File: src/rtl/mmio_uart_tx.sv
// Bus-mapped 8N1 UART transmitter: TXDATA pushes into a small byte FIFO, STATUS reports fill/overflow/busy.
// Reads are combinational; writes never stall, and a byte pushed into a full FIFO is dropped unless a pop frees a slot on the same edge.
module mmio_uart_tx #(
  parameter logic [7:0] BASE_ADDR  = 8'hF0,
  parameter int         CLK_DIV    = 16,
  parameter int         FIFO_DEPTH = 4
) (
  input  logic        iCLK,
  input  logic        iRST,
  input  logic        iBUS_CE,
  input  logic        iBUS_RD,
  input  logic        iBUS_WR,
  input  logic [7:0]  iBUS_ADDR,
  input  logic [31:0] iBUS_DATA,
  output logic [31:0] oBUS_DATA,
  output logic        oBUS_SEL,
  output logic        oTX
);
  localparam int             PW        = (FIFO_DEPTH > 1) ? $clog2(FIFO_DEPTH) : 1;
  localparam int             BW        = $clog2(CLK_DIV);
  localparam logic [BW-1:0]  BAUD_LAST = BW'(CLK_DIV - 1);
  localparam logic [PW-1:0]  PTR_LAST  = PW'(FIFO_DEPTH - 1);
  localparam logic [3:0]     DEPTH     = 4'(FIFO_DEPTH);
  localparam logic [7:0]     STAT_ADDR = BASE_ADDR + 8'd1;

  typedef enum logic [1:0] {IDLE, START, DATA, STOP} state_t;

  state_t          state, state_nx;
  logic [BW-1:0]   baud;
  logic [2:0]      bit_cnt;
  logic [7:0]      shift, shift_nx;
  logic            tx_nx;
  logic [7:0]      mem [FIFO_DEPTH];
  logic [PW-1:0]   wr_ptr, rd_ptr;
  logic [3:0]      count;
  logic            overflow;

  logic hit, hit_data, hit_stat, push, pop, accept, full, busy, baud_end, fifo_nonempty;
  logic bus_data_unused;

  assign hit_data = iBUS_CE && (iBUS_ADDR == BASE_ADDR);
  assign hit_stat = iBUS_CE && (iBUS_ADDR == STAT_ADDR);
  assign hit      = hit_data || hit_stat;
  assign oBUS_SEL = hit;

  assign full          = (count == DEPTH);
  assign fifo_nonempty = (count != 4'd0);
  assign busy          = (state != IDLE) || fifo_nonempty;
  assign baud_end      = (baud == BAUD_LAST);

  assign push   = hit_data && iBUS_WR;
  assign pop    = fifo_nonempty && ((state == IDLE) || ((state == STOP) && baud_end));
  // A pop on the same edge frees the slot, so a push into a full FIFO still lands.
  assign accept = push && (!full || pop);

  assign oBUS_DATA = (hit_stat && iBUS_RD) ? {26'b0, count[2:0], overflow, full, busy} : 32'b0;
  assign bus_data_unused = ^{iBUS_DATA[31:8]};

  always_ff @(posedge iCLK or negedge iRST) begin
    if (!iRST) state <= IDLE;
    else       state <= state_nx;
  end

  always_comb begin
    state_nx = state;
    case (state)
      IDLE:    if (fifo_nonempty) state_nx = START;
      START:   if (baud_end) state_nx = DATA;
      DATA:    if (baud_end && (bit_cnt == 3'd7)) state_nx = STOP;
      STOP:    if (baud_end) state_nx = fifo_nonempty ? START : IDLE;
      default: state_nx = IDLE;
    endcase
  end

  always_comb begin
    shift_nx = shift;
    if (pop)                              shift_nx = mem[rd_ptr];
    else if ((state == DATA) && baud_end) shift_nx = {1'b0, shift[7:1]};
    case (state_nx)
      START:   tx_nx = 1'b0;
      DATA:    tx_nx = shift_nx[0];
      default: tx_nx = 1'b1;
    endcase
  end

  always_ff @(posedge iCLK or negedge iRST) begin
    if (!iRST) begin
      oTX     <= 1'b1;
      baud    <= '0;
      bit_cnt <= 3'd0;
      shift   <= 8'd0;
    end else begin
      oTX   <= tx_nx;
      shift <= shift_nx;
      baud  <= ((state == IDLE) || baud_end) ? '0 : baud + 1'b1;
      if (state != DATA)  bit_cnt <= 3'd0;
      else if (baud_end)  bit_cnt <= bit_cnt + 3'd1;
    end
  end

  always_ff @(posedge iCLK) begin
    if (accept) mem[wr_ptr] <= iBUS_DATA[7:0];
  end

  always_ff @(posedge iCLK or negedge iRST) begin
    if (!iRST) begin
      wr_ptr   <= '0;
      rd_ptr   <= '0;
      count    <= 4'd0;
      overflow <= 1'b0;
    end else begin
      if (accept) wr_ptr <= (wr_ptr == PTR_LAST) ? '0 : wr_ptr + 1'b1;
      if (pop)    rd_ptr <= (rd_ptr == PTR_LAST) ? '0 : rd_ptr + 1'b1;
      case ({accept, pop})
        2'b10:   count <= count + 4'd1;
        2'b01:   count <= count - 4'd1;
        default: count <= count;
      endcase
      if (push && !accept)                          overflow <= 1'b1;
      else if (hit_stat && iBUS_WR && iBUS_DATA[2]) overflow <= 1'b0;
    end
  end
endmodule

File: config.mk
export PLATFORM = sky130hd
export DESIGN_NAME = mmio_uart_tx
export DESIGN_NICKNAME = d
export VERILOG_FILES = /design/src/rtl/mmio_uart_tx.sv
export SDC_FILE = /design/constraint.sdc
export NUM_CORES = 1
export LEC_CHECK = 0
export ABC_CLOCK_PERIOD_IN_PS = 3500
export CORE_AREA = 5 5 106 108
export DETAILED_ROUTE_END_ITERATION = 8
export DIE_AREA = 0 0 111 113
export PLACE_DENSITY_LB_ADDON = 0.25
export SETUP_SLACK_MARGIN = 0.2
export SYNTH_ARGS = -nofsm -noshare
export SYNTH_HDL_FRONTEND = slang
export SYNTH_SLANG_ARGS = --single-unit
File: constraint.sdc
create_clock -name iCLK -period 3.5 [get_ports iCLK]
set_clock_uncertainty 0.2 [all_clocks]
set_input_delay 0.875 -clock iCLK [delete_from_list [all_inputs] [get_ports iCLK]]
set_output_delay 0.875 -clock iCLK [all_outputs]
set_load 0.01 [all_outputs]
==> report_table.html <==
<table>
<tr><th>Metric</th><th>Value</th></tr>
<tr><th colspan="2">Yosys</th></tr>
<tr><td>Async set or reset register ratio after synthesis</td><td>between 40% and 50%</td></tr>
<tr><td>Yosys reg bits</td><td>between 50 and 60</td></tr>
<tr><td>Synthesis warning total</td><td>0</td></tr>
<tr><td>Register area share after synthesis</td><td>a little under three fifths</td></tr>
<tr><td>Biggest area consumer among synthesized cells</td><td>sky130_fd_sc_hd__edfxtp_1</td></tr>
<tr><td>Synth cell types</td><td>51</td></tr>
<tr><td>Mean instance size in the synthesized netlist</td><td>approximately 13 um2</td></tr>
<tr><td>Syn Std Cell Area</td><td>2950 um2</td></tr>
<tr><td>Prevailing post-synth register cell</td><td>sky130_fd_sc_hd__edfxtp_1</td></tr>
<tr><td>EDFF count, synth</td><td>32</td></tr>
<tr><td>Synth top area share</td><td>~33%</td></tr>
<tr><td>Post-Synthesis Cells</td><td>231</td></tr>
<tr><td>Top post-synthesis cells by area</td><td>sky130_fd_sc_hd__edfxtp_1 33%, sky130_fd_sc_hd__dfrtp_1 22%, sky130_fd_sc_hd__buf_4 6.6%</td></tr>
<tr><th colspan="2">GRT</th></tr>
<tr><td>Vias in the first global route</td><td>1900</td></tr>
<tr><td>Wire length of the first global-routing pass</td><td>9.46 mm</td></tr>
<tr><td>Pin count of the biggest net entering global routing</td><td>28</td></tr>
<tr><td>Total congestion overflow</td><td>0</td></tr>
<tr><td>Number of antenna violations at the first check in global routing</td><td>0</td></tr>
<tr><td>Overall fraction of global-route tracks in use</td><td>under 10%</td></tr>
<tr><th colspan="2">Cells and area</th></tr>
<tr><td>Diodes inserted</td><td>0</td></tr>
<tr><td>Filler cell count</td><td>about 990</td></tr>
<tr><td>Final cell count without fillers</td><td>between 400 and 500</td></tr>
<tr><td>Share of final-layout standard cells stronger than drive strength 1</td><td>just under 30%</td></tr>
<tr><td>Signed area change from the synthesized netlist to the final layout</td><td>29.4%</td></tr>
<tr><td>Post-route cell area</td><td>around 3800 um2</td></tr>
<tr><td>Final Net Count</td><td>~350</td></tr>
<tr><th colspan="2">Setup path</th></tr>
<tr><td>Kind of critical path</td><td>input pin to flop</td></tr>
<tr><td>Kind of end point of the critical path</td><td>flop</td></tr>
<tr><td>Biggest fanout along the worst timing path</td><td>2</td></tr>
<tr><td>Register-to-register setup slack</td><td>0.73 ns</td></tr>
<tr><td>Length in cells of the worst reg-to-reg path</td><td>9</td></tr>
<tr><td>Startpoint of the lowest-slack register-to-register path</td><td>baud[0]$_DFF_PN0_</td></tr>
<tr><td>Arrival @ worst endpoint</td><td>roughly 3.3 ns</td></tr>
<tr><td>Reg-to-reg critical path endpoint</td><td>count[1]$_DFFE_PN0P_</td></tr>
<tr><td>Endpoint required time on the critical path</td><td>between 3 and 4 ns</td></tr>
<tr><td>Startpoint type of the worst setup path</td><td>input pin</td></tr>
<tr><th colspan="2">Detailed routing</th></tr>
<tr><td>Vias after detailed routing</td><td>1846</td></tr>
<tr><td>Detailed Route Iter0 Violations</td><td>49</td></tr>
<tr><td>Detailed-route DRC error count</td><td>0</td></tr>
<tr><td>Mean number of vias per cell</td><td>about 4.2</td></tr>
<tr><td>Antenna-violating nets left</td><td>0</td></tr>
<tr><td>Per-cell routed wire length</td><td>around 13 um</td></tr>
<tr><td>Drt pass-1 iters</td><td>4</td></tr>
<tr><td>Post-Route WL</td><td>5.82 mm</td></tr>
<tr><th colspan="2">Clock tree</th></tr>
<tr><td>CTS tree</td><td>done</td></tr>
<tr><td>CTS clock-pin slew for the worst setup and hold paths</td><td>0.07 ns</td></tr>
<tr><td>Clock Sink Count</td><td>59</td></tr>
<tr><td>Count of H-tree levels built during CTS</td><td>3</td></tr>
<tr><td>Maximum clock path buffer count</td><td>2</td></tr>
<tr><td>Clock insertion delay at the later pin of the skew report</td><td>around 0.34 ns</td></tr>
<tr><td>Number of buffers created by CTS</td><td>9</td></tr>
<tr><td>Clock root cell</td><td>sky130_fd_sc_hd__clkbuf_8</td></tr>
<tr><th colspan="2">STA</th></tr>
<tr><td>Tcrit/Tclk final</td><td>approximately 90%</td></tr>
<tr><td>Number of pins with negative max-slew slack in the final report</td><td>0</td></tr>
<tr><td>Top achievable clock speed</td><td>310 MHz</td></tr>
<tr><td>Worst Tran Pin Value</td><td>0.615 ns</td></tr>
<tr><td>Hold violation count in the final report</td><td>0</td></tr>
<tr><td>Count of endpoints failing setup in the final report</td><td>0</td></tr>
<tr><td>Max-slew headroom at the worst pin</td><td>between 50% and 60%</td></tr>
<tr><td>Total negative slack</td><td>0 ns</td></tr>
<tr><td>Setup repair after global routing missed its margin</td><td>no</td></tr>
<tr><td>Post-layout worst setup margin</td><td>0.272 ns</td></tr>
<tr><td>Period minus WS final</td><td>roughly 3.2 ns</td></tr>
<tr><th colspan="2">Placed design</th></tr>
<tr><td>GP Congestion</td><td>0.738</td></tr>
<tr><td>Number of placed cells counting well taps</td><td>400</td></tr>
<tr><td>Number of buffers added on ports</td><td>28</td></tr>
<tr><td>Post-Place Cell Area</td><td>around 3400 um2</td></tr>
<tr><td>Detailed placement HPWL</td><td>approximately 3.8 mm</td></tr>
<tr><td>Pre-CTS setup slack</td><td>-0.544 ns</td></tr>
<tr><th colspan="2">Hold path</th></tr>
<tr><td>Hold worst-path end</td><td>baud[0]$_DFF_PN0_</td></tr>
<tr><td>Worst hold path type</td><td>flop to flop</td></tr>
<tr><td>Cell depth of the worst min-delay path</td><td>1</td></tr>
<tr><td>Worst hold start</td><td>baud[0]$_DFF_PN0_</td></tr>
<tr><th colspan="2">Status</th></tr>
<tr><td>Status</td><td>complete, no violations</td></tr>
<tr><th colspan="2">Run</th></tr>
<tr><td>Number of maximum-capacitance violations</td><td>0</td></tr>
<tr><th colspan="2">Floorplanning</th></tr>
<tr><td>Die outline width</td><td>between 100 and 150 um</td></tr>
<tr><td>Initial standard-cell utilization of the core</td><td>between 20% and 30%</td></tr>
<tr><td>Core area</td><td>roughly 10000 um2</td></tr>
<tr><td>Top Ports</td><td>79</td></tr>
<tr><td>Placement Rows</td><td>37</td></tr>
<tr><td>Die height</td><td>113 um</td></tr>
<tr><td>Die Area</td><td>12500 um2</td></tr>
<tr><th colspan="2">Pwr</th></tr>
<tr><td>Post-layout power</td><td>about 2.5 mW</td></tr>
<tr><td>Power density normalized to cell area</td><td>661 nW/um2</td></tr>
<tr><td>Worst-case vdd ir drop</td><td>256 uV</td></tr>
<tr><td>Static leakage</td><td>between 1.5 and 2 nW</td></tr>
</table>
-- synthesized netlist by cell type, drive strengths merged, types with 6 or more instances --
library cell and count:
edfxtp 32, a22oi 8, xnor2 6, inv 8
mux4 8, and2 8, buf 30, dfrtp 26
nor2 15, nand2 24, a21oi 6, o21ai 6
ha 10
-- cell families after synthesis --
group           synth area share (%)
buf+inv                         8.44
mux                             7.98
flops                           55.5
simple gates                    12.0
compound gates                  8.57
fa+ha+maj                       4.92
xor+xnor                        2.38
other cells                    0.127
-- where the power goes --
part | total (mW) | internal (mW) | switching, mW
sequential | 1.01 | 0.858 | 0.151
combinational | 0.835 | 0.444 | 0.391
clock | 0.676 | 0.398 | 0.278
total | 2.52 | 1.70 | 0.820
-- state kept, by name (all words and copies together), names as in the netlist --
register,cells
baud,4
bit_cnt,3
count,4
state,2
overflow,1
shift,8
rd_ptr,2
wr_ptr,2
oTX,1
mem,32
-- through the flow --
step                hold slack, ns  util (%)
floorplan                    0.233         -
global placement             0.250      33.1
detailed placement           0.258      33.1
CTS                          0.273      36.5
global route                 0.306      37.6
finish                       0.263      37.6
-- cell usage in the layout, fill, tap and decap left out, types with 3 or more instances in the layout --
cell type / count
sky130_fd_sc_hd__edfxtp_1: 32
sky130_fd_sc_hd__buf_4: 27
sky130_fd_sc_hd__conb_1: 26
sky130_fd_sc_hd__dfrtp_1: 26
sky130_fd_sc_hd__nand2_1: 23
sky130_fd_sc_hd__nor2_1: 13
sky130_fd_sc_hd__clkdlybuf4s50_1: 13
sky130_fd_sc_hd__ha_1: 9
sky130_fd_sc_hd__clkbuf_8: 9
sky130_fd_sc_hd__and2_1: 8
sky130_fd_sc_hd__mux4_2: 8
sky130_fd_sc_hd__inv_1: 7
sky130_fd_sc_hd__a22oi_1: 7
sky130_fd_sc_hd__buf_6: 7
sky130_fd_sc_hd__xnor2_1: 5
sky130_fd_sc_hd__o21ai_0: 5
sky130_fd_sc_hd__a21oi_2: 4
sky130_fd_sc_hd__mux2i_1: 4
sky130_fd_sc_hd__clkbuf_2: 4
sky130_fd_sc_hd__dlymetal6s2s_1: 4
sky130_fd_sc_hd__o22ai_1: 3
sky130_fd_sc_hd__and3_1: 3
-- worst max-delay path, stage by stage --
cell and delay, ns:
sky130_fd_sc_hd__clkbuf_2 0.08, sky130_fd_sc_hd__nor4b_4 0.12, sky130_fd_sc_hd__buf_4 0.12, sky130_fd_sc_hd__buf_4 0.12, sky130_fd_sc_hd__buf_4 0.12, sky130_fd_sc_hd__buf_4 0.12
sky130_fd_sc_hd__buf_6 0.11, sky130_fd_sc_hd__buf_6 0.10, sky130_fd_sc_hd__buf_6 0.10, sky130_fd_sc_hd__buf_6 0.10, sky130_fd_sc_hd__buf_6 0.11, sky130_fd_sc_hd__nand4bb_4 0.10
sky130_fd_sc_hd__nand2_4 0.07, sky130_fd_sc_hd__buf_6 0.14, sky130_fd_sc_hd__fa_2 0.56, sky130_fd_sc_hd__mux2i_1 0.06, sky130_fd_sc_hd__a22oi_1 0.15, sky130_fd_sc_hd__o21ai_1 0.08
-- how the worst max path moves through the flow --
stage	start	to	slack [ns]
final	iBUS_CE	count[1]$_DFFE_PN0P_	0.27
after global routing	iBUS_ADDR[1]	count[3]$_DFFE_PN0P_	0.19
after CTS	iBUS_CE	count[3]$_DFFE_PN0P_	0.06
after detailed placement	iBUS_ADDR[1]	oBUS_DATA[0]	-0.54
after global placement	iBUS_ADDR[1]	oBUS_DATA[0]	-0.59
after floorplan	iBUS_ADDR[1]	oBUS_DATA[0]	0.35
-- layout make-up --
cell class,instances,area (um2),share of cell area (%)
Inverter,8,32.5,0.853
Tap cell,136,170,4.46
Multi-Input combinational cell,158,1220,32.0
Sequential cell,59,1640,42.9
Timing Repair Buffer,61,538,14.1
Clock inverter,7,92.6,2.43
Clock buffer,9,124,3.25
-- metal layers --
metal | vias up | share of wire, % | GRT usage, %
li1 | 909 | - | -
met1 | 882 | 44 | 11.6
met2 | 47 | 49 | 16.1
met3 | 8 | 5.5 | 3.48
met4 | 0 | 1.5 | 3.20
met5 | - | 0 | 0
-- timing repair --
| item | in CTS | in global routing |
|---|---|---|
| endpoints found under the setup margin | 7 | 41 |
| resized for setup | 29 | 25 |
| pin swaps | 8 | 11 |
| setup buffers | 15 | 7 |
| hold buffers | 0 | 0 |
No activity file was read; power rests on OpenSTA's default activity.
